<file path="src/rtl/seg_pkg.sv">
// Shared constants for the multiplexed seven-segment scanner: hex glyph table,
// blank patterns and the scan controller state type.
package seg_pkg;

    localparam int unsigned MAX_DIGITS = 8;

    localparam logic [7:0] SEG_OFF = 8'hFF;

    // Active-low glyphs for 0..F; bit7 (dp) is kept high here and applied by the decoder.
    localparam logic [7:0] HEX_SEG [16] = '{
        8'hC0, 8'hF9, 8'hA4, 8'hB0, 8'h99, 8'h92, 8'h82, 8'hF8,
        8'h80, 8'h90, 8'h88, 8'h83, 8'hC6, 8'hA1, 8'h86, 8'h8E
    };

    typedef enum logic {
        ScanIdle,
        ScanRun
    } scan_state_e;

    function automatic logic [MAX_DIGITS-1:0] node_off();
        return '1;
    endfunction

endpackage

</file>
<file path="src/rtl/seg7_decode.sv">
// Combinational hex-to-seven-segment decoder with active-low outputs.
module seg7_decode
    import seg_pkg::*;
(
    input  logic [3:0] code,
    input  logic       dp,
    output logic [7:0] segment
);

    logic [7:0] glyph;

    always_comb begin
        glyph   = HEX_SEG[code];
        segment = {~dp, glyph[6:0]};
    end

endmodule

</file>
<file path="src/rtl/seg_scan_display.sv">
// Time-multiplexed seven-segment display scanner with frame-coherent input
// snapshots, blanking, blinking and leading-zero suppression.
module seg_scan_display
    import seg_pkg::*;
#(
    parameter int unsigned NUM_DIGITS     = 4,
    parameter int unsigned PRESCALE       = 16384,
    parameter int unsigned BLINK_DIV_BITS = 6
) (
    input  logic                    clk,
    input  logic                    rst_n,
    input  logic                    enable,
    input  logic [4*NUM_DIGITS-1:0] digit_data,
    input  logic [NUM_DIGITS-1:0]   dp_in,
    input  logic [NUM_DIGITS-1:0]   blank_in,
    input  logic [NUM_DIGITS-1:0]   blink_in,
    input  logic                    lz_suppress,
    output logic [NUM_DIGITS-1:0]   node,
    output logic [7:0]              segment,
    output logic                    frame_start
);

    localparam int unsigned IDX_W = (NUM_DIGITS > 1) ? $clog2(NUM_DIGITS) : 1;
    localparam int unsigned PRE_W = (PRESCALE > 1) ? $clog2(PRESCALE) : 1;

    localparam logic [PRE_W-1:0]      PRE_LAST     = PRE_W'(PRESCALE - 1);
    localparam logic [IDX_W-1:0]      IDX_LAST     = IDX_W'(NUM_DIGITS - 1);
    localparam logic [MAX_DIGITS-1:0] NODE_OFF_ALL = node_off();
    localparam logic [NUM_DIGITS-1:0] NODE_OFF     = NODE_OFF_ALL[NUM_DIGITS-1:0];

    scan_state_e               state_q, state_d;
    logic [PRE_W-1:0]          pre_q, pre_d;
    logic [IDX_W-1:0]          idx_q, idx_d;
    logic [BLINK_DIV_BITS-1:0] frame_q, frame_d;
    logic [4*NUM_DIGITS-1:0]   sh_data_q;
    logic [NUM_DIGITS-1:0]     sh_dp_q, sh_blank_q, sh_blink_q;
    logic [NUM_DIGITS-1:0]     node_q, node_d;
    logic [7:0]                seg_q, seg_d;
    logic                      fs_q, fs_d;
    logic                      capture;

    logic                      slot_end, wrap, boundary;
    logic [NUM_DIGITS-1:0]     lz_dark;
    logic                      zero_run;
    logic                      digit_dark;
    logic [3:0]                cur_code;
    logic [7:0]                dec_seg;

    // Digits above the most significant non-zero nibble go dark; digit 0 always shows.
    always_comb begin
        lz_dark  = '0;
        zero_run = lz_suppress;
        for (int i = int'(NUM_DIGITS) - 1; i >= 1; i--) begin
            zero_run   = zero_run && (sh_data_q[4*i +: 4] == 4'h0);
            lz_dark[i] = zero_run;
        end
    end

    assign cur_code   = sh_data_q[{idx_q, 2'b00} +: 4];
    assign digit_dark = sh_blank_q[idx_q]
                      | (sh_blink_q[idx_q] & frame_q[BLINK_DIV_BITS-1])
                      | lz_dark[idx_q];

    seg7_decode u_decode (
        .code    (cur_code),
        .dp      (sh_dp_q[idx_q]),
        .segment (dec_seg)
    );

    assign slot_end = (state_q == ScanRun) && (pre_q == PRE_LAST);
    assign wrap     = slot_end && (idx_q == IDX_LAST);
    assign boundary = enable && ((state_q == ScanIdle) || wrap);

    always_comb begin
        state_d = state_q;
        pre_d   = pre_q;
        idx_d   = idx_q;
        frame_d = frame_q;
        capture = 1'b0;
        fs_d    = 1'b0;
        node_d  = NODE_OFF;
        seg_d   = SEG_OFF;
        if (!enable) begin
            state_d = ScanIdle;
            pre_d   = '0;
            idx_d   = '0;
        end else begin
            state_d = ScanRun;
            if (boundary) begin
                pre_d   = '0;
                idx_d   = '0;
                frame_d = frame_q + 1'b1;
                capture = 1'b1;
                fs_d    = 1'b1;
            end else if (slot_end) begin
                pre_d = '0;
                idx_d = idx_q + 1'b1;
            end else begin
                pre_d = pre_q + 1'b1;
            end
            // Shadows are stale until the first snapshot lands, so stay dark while idle.
            if ((state_q == ScanRun) && !digit_dark) begin
                node_d = ~(NUM_DIGITS'(1) << idx_q);
                seg_d  = dec_seg;
            end
        end
    end

    always_ff @(posedge clk or negedge rst_n) begin
        if (!rst_n) begin
            state_q    <= ScanIdle;
            pre_q      <= '0;
            idx_q      <= '0;
            frame_q    <= '0;
            sh_data_q  <= '0;
            sh_dp_q    <= '0;
            sh_blank_q <= '0;
            sh_blink_q <= '0;
            node_q     <= NODE_OFF;
            seg_q      <= SEG_OFF;
            fs_q       <= 1'b0;
        end else begin
            state_q <= state_d;
            pre_q   <= pre_d;
            idx_q   <= idx_d;
            frame_q <= frame_d;
            node_q  <= node_d;
            seg_q   <= seg_d;
            fs_q    <= fs_d;
            if (capture) begin
                sh_data_q  <= digit_data;
                sh_dp_q    <= dp_in;
                sh_blank_q <= blank_in;
                sh_blink_q <= blink_in;
            end
        end
    end

    assign node        = node_q;
    assign segment     = seg_q;
    assign frame_start = fs_q;

endmodule

</file>
<file path="config.mk">
export PLATFORM = sky130hd
export DESIGN_NAME = seg_scan_display
export DESIGN_NICKNAME = d
export VERILOG_FILES = /design/src/rtl/seg_pkg.sv /design/src/rtl/seg7_decode.sv /design/src/rtl/seg_scan_display.sv
export SDC_FILE = /design/constraint.sdc
export NUM_CORES = 1
export LEC_CHECK = 0
export CAP_MARGIN = 20
export CORE_ASPECT_RATIO = 1.4
export CORE_UTILIZATION = 25
export CTS_BUF_LIST = sky130_fd_sc_hd__clkbuf_8
export DETAILED_ROUTE_END_ITERATION = 12
export PLACE_DENSITY = 0.41
export SYNTH_ARGS = -nofsm -noshare
export SYNTH_HDL_FRONTEND = slang
export SYNTH_SLANG_ARGS = --single-unit
</file>
<file path="constraint.sdc">
create_clock -name clk -period 2.36 [get_ports clk]
set_input_delay 0.472 -clock clk [delete_from_list [all_inputs] [get_ports clk]]
set_output_delay 0.472 -clock clk [all_outputs]
set_load 0.05 [all_outputs]
</file>
==> reports/qor.log <==
INFO  outcome        run_status=completed
INFO  logic_synthesis synth_area_per_cell=10.06um^2
INFO  pwr            comb_power_share=0.139
INFO  pwr            irDropWorstVdd=0.3026mV
INFO  sta            rsz0062_at_grt=no
INFO  global_routing grt_pass1_vias=2246
INFO  logic_synthesis synth_top_family_by_area=simple AND/OR/NAND/NOR gates
INFO  logic_synthesis synth_ff_type=dfrtp_1
INFO  worst_setup_path cp_top_family=buffers and inverters
INFO  logic_synthesis ys_seq_elements=64
INFO  sta            report.final.hold_viol_count=0
INFO  floorplan      row_count=47
INFO  clock_network  clk_path_buf_depth=2
INFO  worst_setup_path critPathSlowestCell=clkdlybuf4s50_1
INFO  sta            layout_min_cycle_time=2.133ns
INFO  finish         area_growth=29.45%
INFO  logic_synthesis netlist_area=3008um^2
INFO  drt            dr.first_iter.drc_count=63
INFO  logic_synthesis synth_compound_area_frac=0.04368
INFO  global_routing globalRouteOverflowTotal=0
INFO  clock_network  clkSlewWorstSetupHoldPaths=0.07ns
INFO  drt            drt-pass1-iter-count=4
INFO  worst_setup_path cp_num_cells=1
INFO  drt            post-route-drc-count=0
INFO  place          finalWeightedCongestion=0.7455
INFO  logic_synthesis adder_and_majority_gate_portion_of_the_synthesized_area=0.04992
INFO  logic_synthesis yosys.area_share.simple=0.2271
INFO  sta            worst_margin_slew=0.5439ns
INFO  worst_setup_path cp.buffers_inverters=1
INFO  worst_setup_path timing.critical_path.slowest_cell_delay=0.80ns
INFO  sta            period_share=0.9038
INFO  place          portBuffers=44
INFO  worst_setup_path required=1.89ns
INFO  pwr            power-per-cell-area=770.5nW/um^2
INFO  worst_setup_path cp-start-kind=register
INFO  floorplan      initial_utilization=0.2557
INFO  sta            final.setup_skew=0.009093ns
INFO  finish         antenna_cells=0
INFO  sta            timing.fmax=0.4689GHz
INFO  floorplan      ios=45
INFO  floorplan      die_area=12480um^2
INFO  floorplan      floorplan.die.width=94.71um
INFO  drt            drt.antenna.violating_nets=0
INFO  logic_synthesis synth.yosys.seq_area_share=0.5374
INFO  clock_network  resize_count_post_cts=0
INFO  finish         finalNetCount=391
INFO  clock_network  tritoncts.num_buffers=9
INFO  global_routing grt.total_usage=0.1202
INFO  pwr            power.switching_fraction=0.2500
INFO  floorplan      die-height=131.8um
INFO  worst_setup_path worst-path-max-fanout=1
INFO  floorplan      placeableCoreArea=11760um^2
INFO  logic_synthesis number_of_synthesized_flops_with_an_enable_pin=0
INFO  drt            routed_wirelength=6.606mm
INFO  clock_network  hold_buffers=0
INFO  sta            finalSetupViolations=0
INFO  pwr            internal-power=0.002250W
INFO  place          placed_inst_area=3626um^2
INFO  worst_setup_path r2r_setup_slack=0.25ns
INFO  worst_setup_path critPathCaptureType=output port
INFO  worst_setup_path critical_path.cell_chain=clkdlybuf4s50_1
INFO  finish         stdcell_area=3894um^2
INFO  logic_synthesis yosys.cell_types.count=33
INFO  sta            timing.setup.tns=0ns
INFO  clock_network  cts_tree=yes
INFO  sta            timing.max_slew.rel_slack=0.6374
INFO  pwr            switching_power=0.0007500W
INFO  clock_network  clkLatencyLatePin=0.35ns
INFO  pwr            clock_power_share=0.424
INFO  flow_run       drv_cap=0
INFO  place          post-dp-hpwl=4.682mm
INFO  drt            avgViaCountPerCell=4.319
INFO  global_routing number_of_antenna_violations_at_the_first_check_in_global_routing=0
INFO  logic_synthesis syn_inst=299
INFO  pwr            power.leakage=1.699nW
INFO  global_routing global_route_wire_length_before_repair=11.21mm
INFO  clock_network  cts.sinks=64
INFO  worst_hold_path min_path_type=in -> async
INFO  worst_setup_path worst_r2r_path_depth=8
INFO  global_routing pin_count_of_the_biggest_net_entering_global_routing=43
INFO  sta            finalMaxSlewViolations=0
INFO  logic_synthesis yosysWarnings=0
INFO  worst_setup_path setup.worst_path.class=reg -> out
INFO  drt            routed_wire_length_per_instance=13.24um
INFO  drt            routed-via-count=2155
INFO  clock_network  clockRootBuffer=clkbuf_8
INFO  logic_synthesis synthMuxAreaShare=0.06115
INFO  logic_synthesis synth.net_count=343
INFO  finish         fraction_of_final_layout_cells_with_drive_strength_greater_than_1=0.1307
INFO  logic_synthesis asyncSetResetFlopFracSynth=1.000
INFO  logic_synthesis post_synth_xor_xnor_area=0.04950
INFO  clock_network  htreeDepth=3
INFO  worst_setup_path arrival=1.66ns
INFO  pwr            power.sequential.fraction=0.437
INFO  clock_network  cts_post_setup_buffers_inserted=0
==> power groups by stage <==
stage          Sequential (W)  Combinational [W]  Clock [W]
6_report              0.00131           0.000416    0.00127
5_1_grt               0.00133           0.000472    0.00135
4_1_cts               0.00131           0.000425    0.00132
3_5_place_dp          0.00133           0.000424          0
3_3_place_gp          0.00133           0.000424          0
2_1_floorplan         0.00135           0.000232          0
==> sequential cells by signal, summed over array words and instances (netlist names) <==
signal,flops
sh_data_q,16
frame_start,1
state_q,1
pre_q,14
frame_q,6
segment,8
idx_q,2
sh_blank_q,4
sh_dp_q,4
node,4
sh_blink_q,4
==> synthesized netlist by cell type, drive strengths merged, types with 6 or more instances <==
| master | count | area (um^2) |
|---|---|---|
| nor2 | 20 | 75.07 |
| buf | 8 | 52.55 |
| dfrtp | 52 | 1301 |
| nand3 | 10 | 50.05 |
| mux4 | 7 | 161.4 |
| dfstp | 12 | 315.3 |
| xor2 | 9 | 78.83 |
| nand2 | 109 | 409.1 |
| xnor2 | 8 | 70.07 |
| ha | 12 | 150.1 |
| nand4 | 6 | 37.54 |
==> layout by cell type (no fill, tap or decap), types with 3 or more instances in the layout <==
cell type          n
bufinv_16          4
buf_4              4
and4_1             4
nand2_1          109
a21oi_1            4
clkdlybuf4s50_1   43
xor2_1             9
clkbuf_8          10
mux4_2             6
nand3_1           10
nand2b_1           3
inv_1              5
nand4_1            6
dfrtp_1           52
ha_1              12
nor2_1            20
o21ai_0            5
xnor2_1            8
dfstp_2           12
nor4_1             3
==> worst paths after layout <==
check	start	end
min	rst_n	sh_data_q[8]$_DFFE_PN0P_
max in group asynchronous	rst_n	sh_blink_q[0]$_DFFE_PN0P_
min in group clk	sh_blink_q[0]$_DFFE_PN0P_	sh_blink_q[0]$_DFFE_PN0P_
min reg2reg	sh_blink_q[0]$_DFFE_PN0P_	sh_blink_q[0]$_DFFE_PN0P_
max reg2reg	idx_q[0]$_DFFE_PN0P_	segment[3]$_DFF_PN1_
max	node[3]$_DFF_PN1_	node[3]
==> routing by layer <==
| layer | vias to the layer above | track usage | routed length [um] |
|---|---|---|---|
| li1 | 1081 | - | - |
| met1 | 1026 | 0.1453 | 2880 |
| met2 | 36 | 0.1974 | 3319 |
| met3 | 12 | 0.01672 | 199 |
| met4 | 0 | 0.07576 | 206 |
| met5 | - | 0 | 0 |
==> cell type report <==
cell class / count / area (um^2)
sequential: 64 / 1617
timing repair buffer: 50 / 505.5
clock buffer: 10 / 137.6
fill: 1228 / 7868
clock inverter: 6 / 130.1
multi-input combinational: 216 / 1297
inverter: 6 / 22.52
tap: 147 / 183.9
==> per-stage QoR <==
stage	std cells	util	worst slack, ns	hold WS [ns]	total power (W)
floorplan	299	-	0.5231	0.1764	0.001582
global placement	483	0.3083	0.2679	0.4551	0.001756
detailed placement	483	0.3083	0.2609	0.4579	0.001757
CTS	499	0.3311	0.1895	0.1145	0.003055
global route	499	0.3311	0.1098	0.1519	0.003150
finish	499	0.3311	0.2271	0.1015	0.003000
==> cell families (layout without fill, tap and decap cells) <==
| logic type | Yosys count | after routing |
|---|---|---|
| AND/OR/NAND/NOR | 161 | 161 |
| multiplexers | 9 | 9 |
| adder cells (fa/ha/maj) | 12 | 12 |
| flip-flops | 64 | 64 |
| AO/OA/AOI/OAI | 17 | 17 |
| XOR/XNOR | 17 | 17 |
| buffers and inverters | 19 | 72 |
Power figures use the tool's default switching activity.
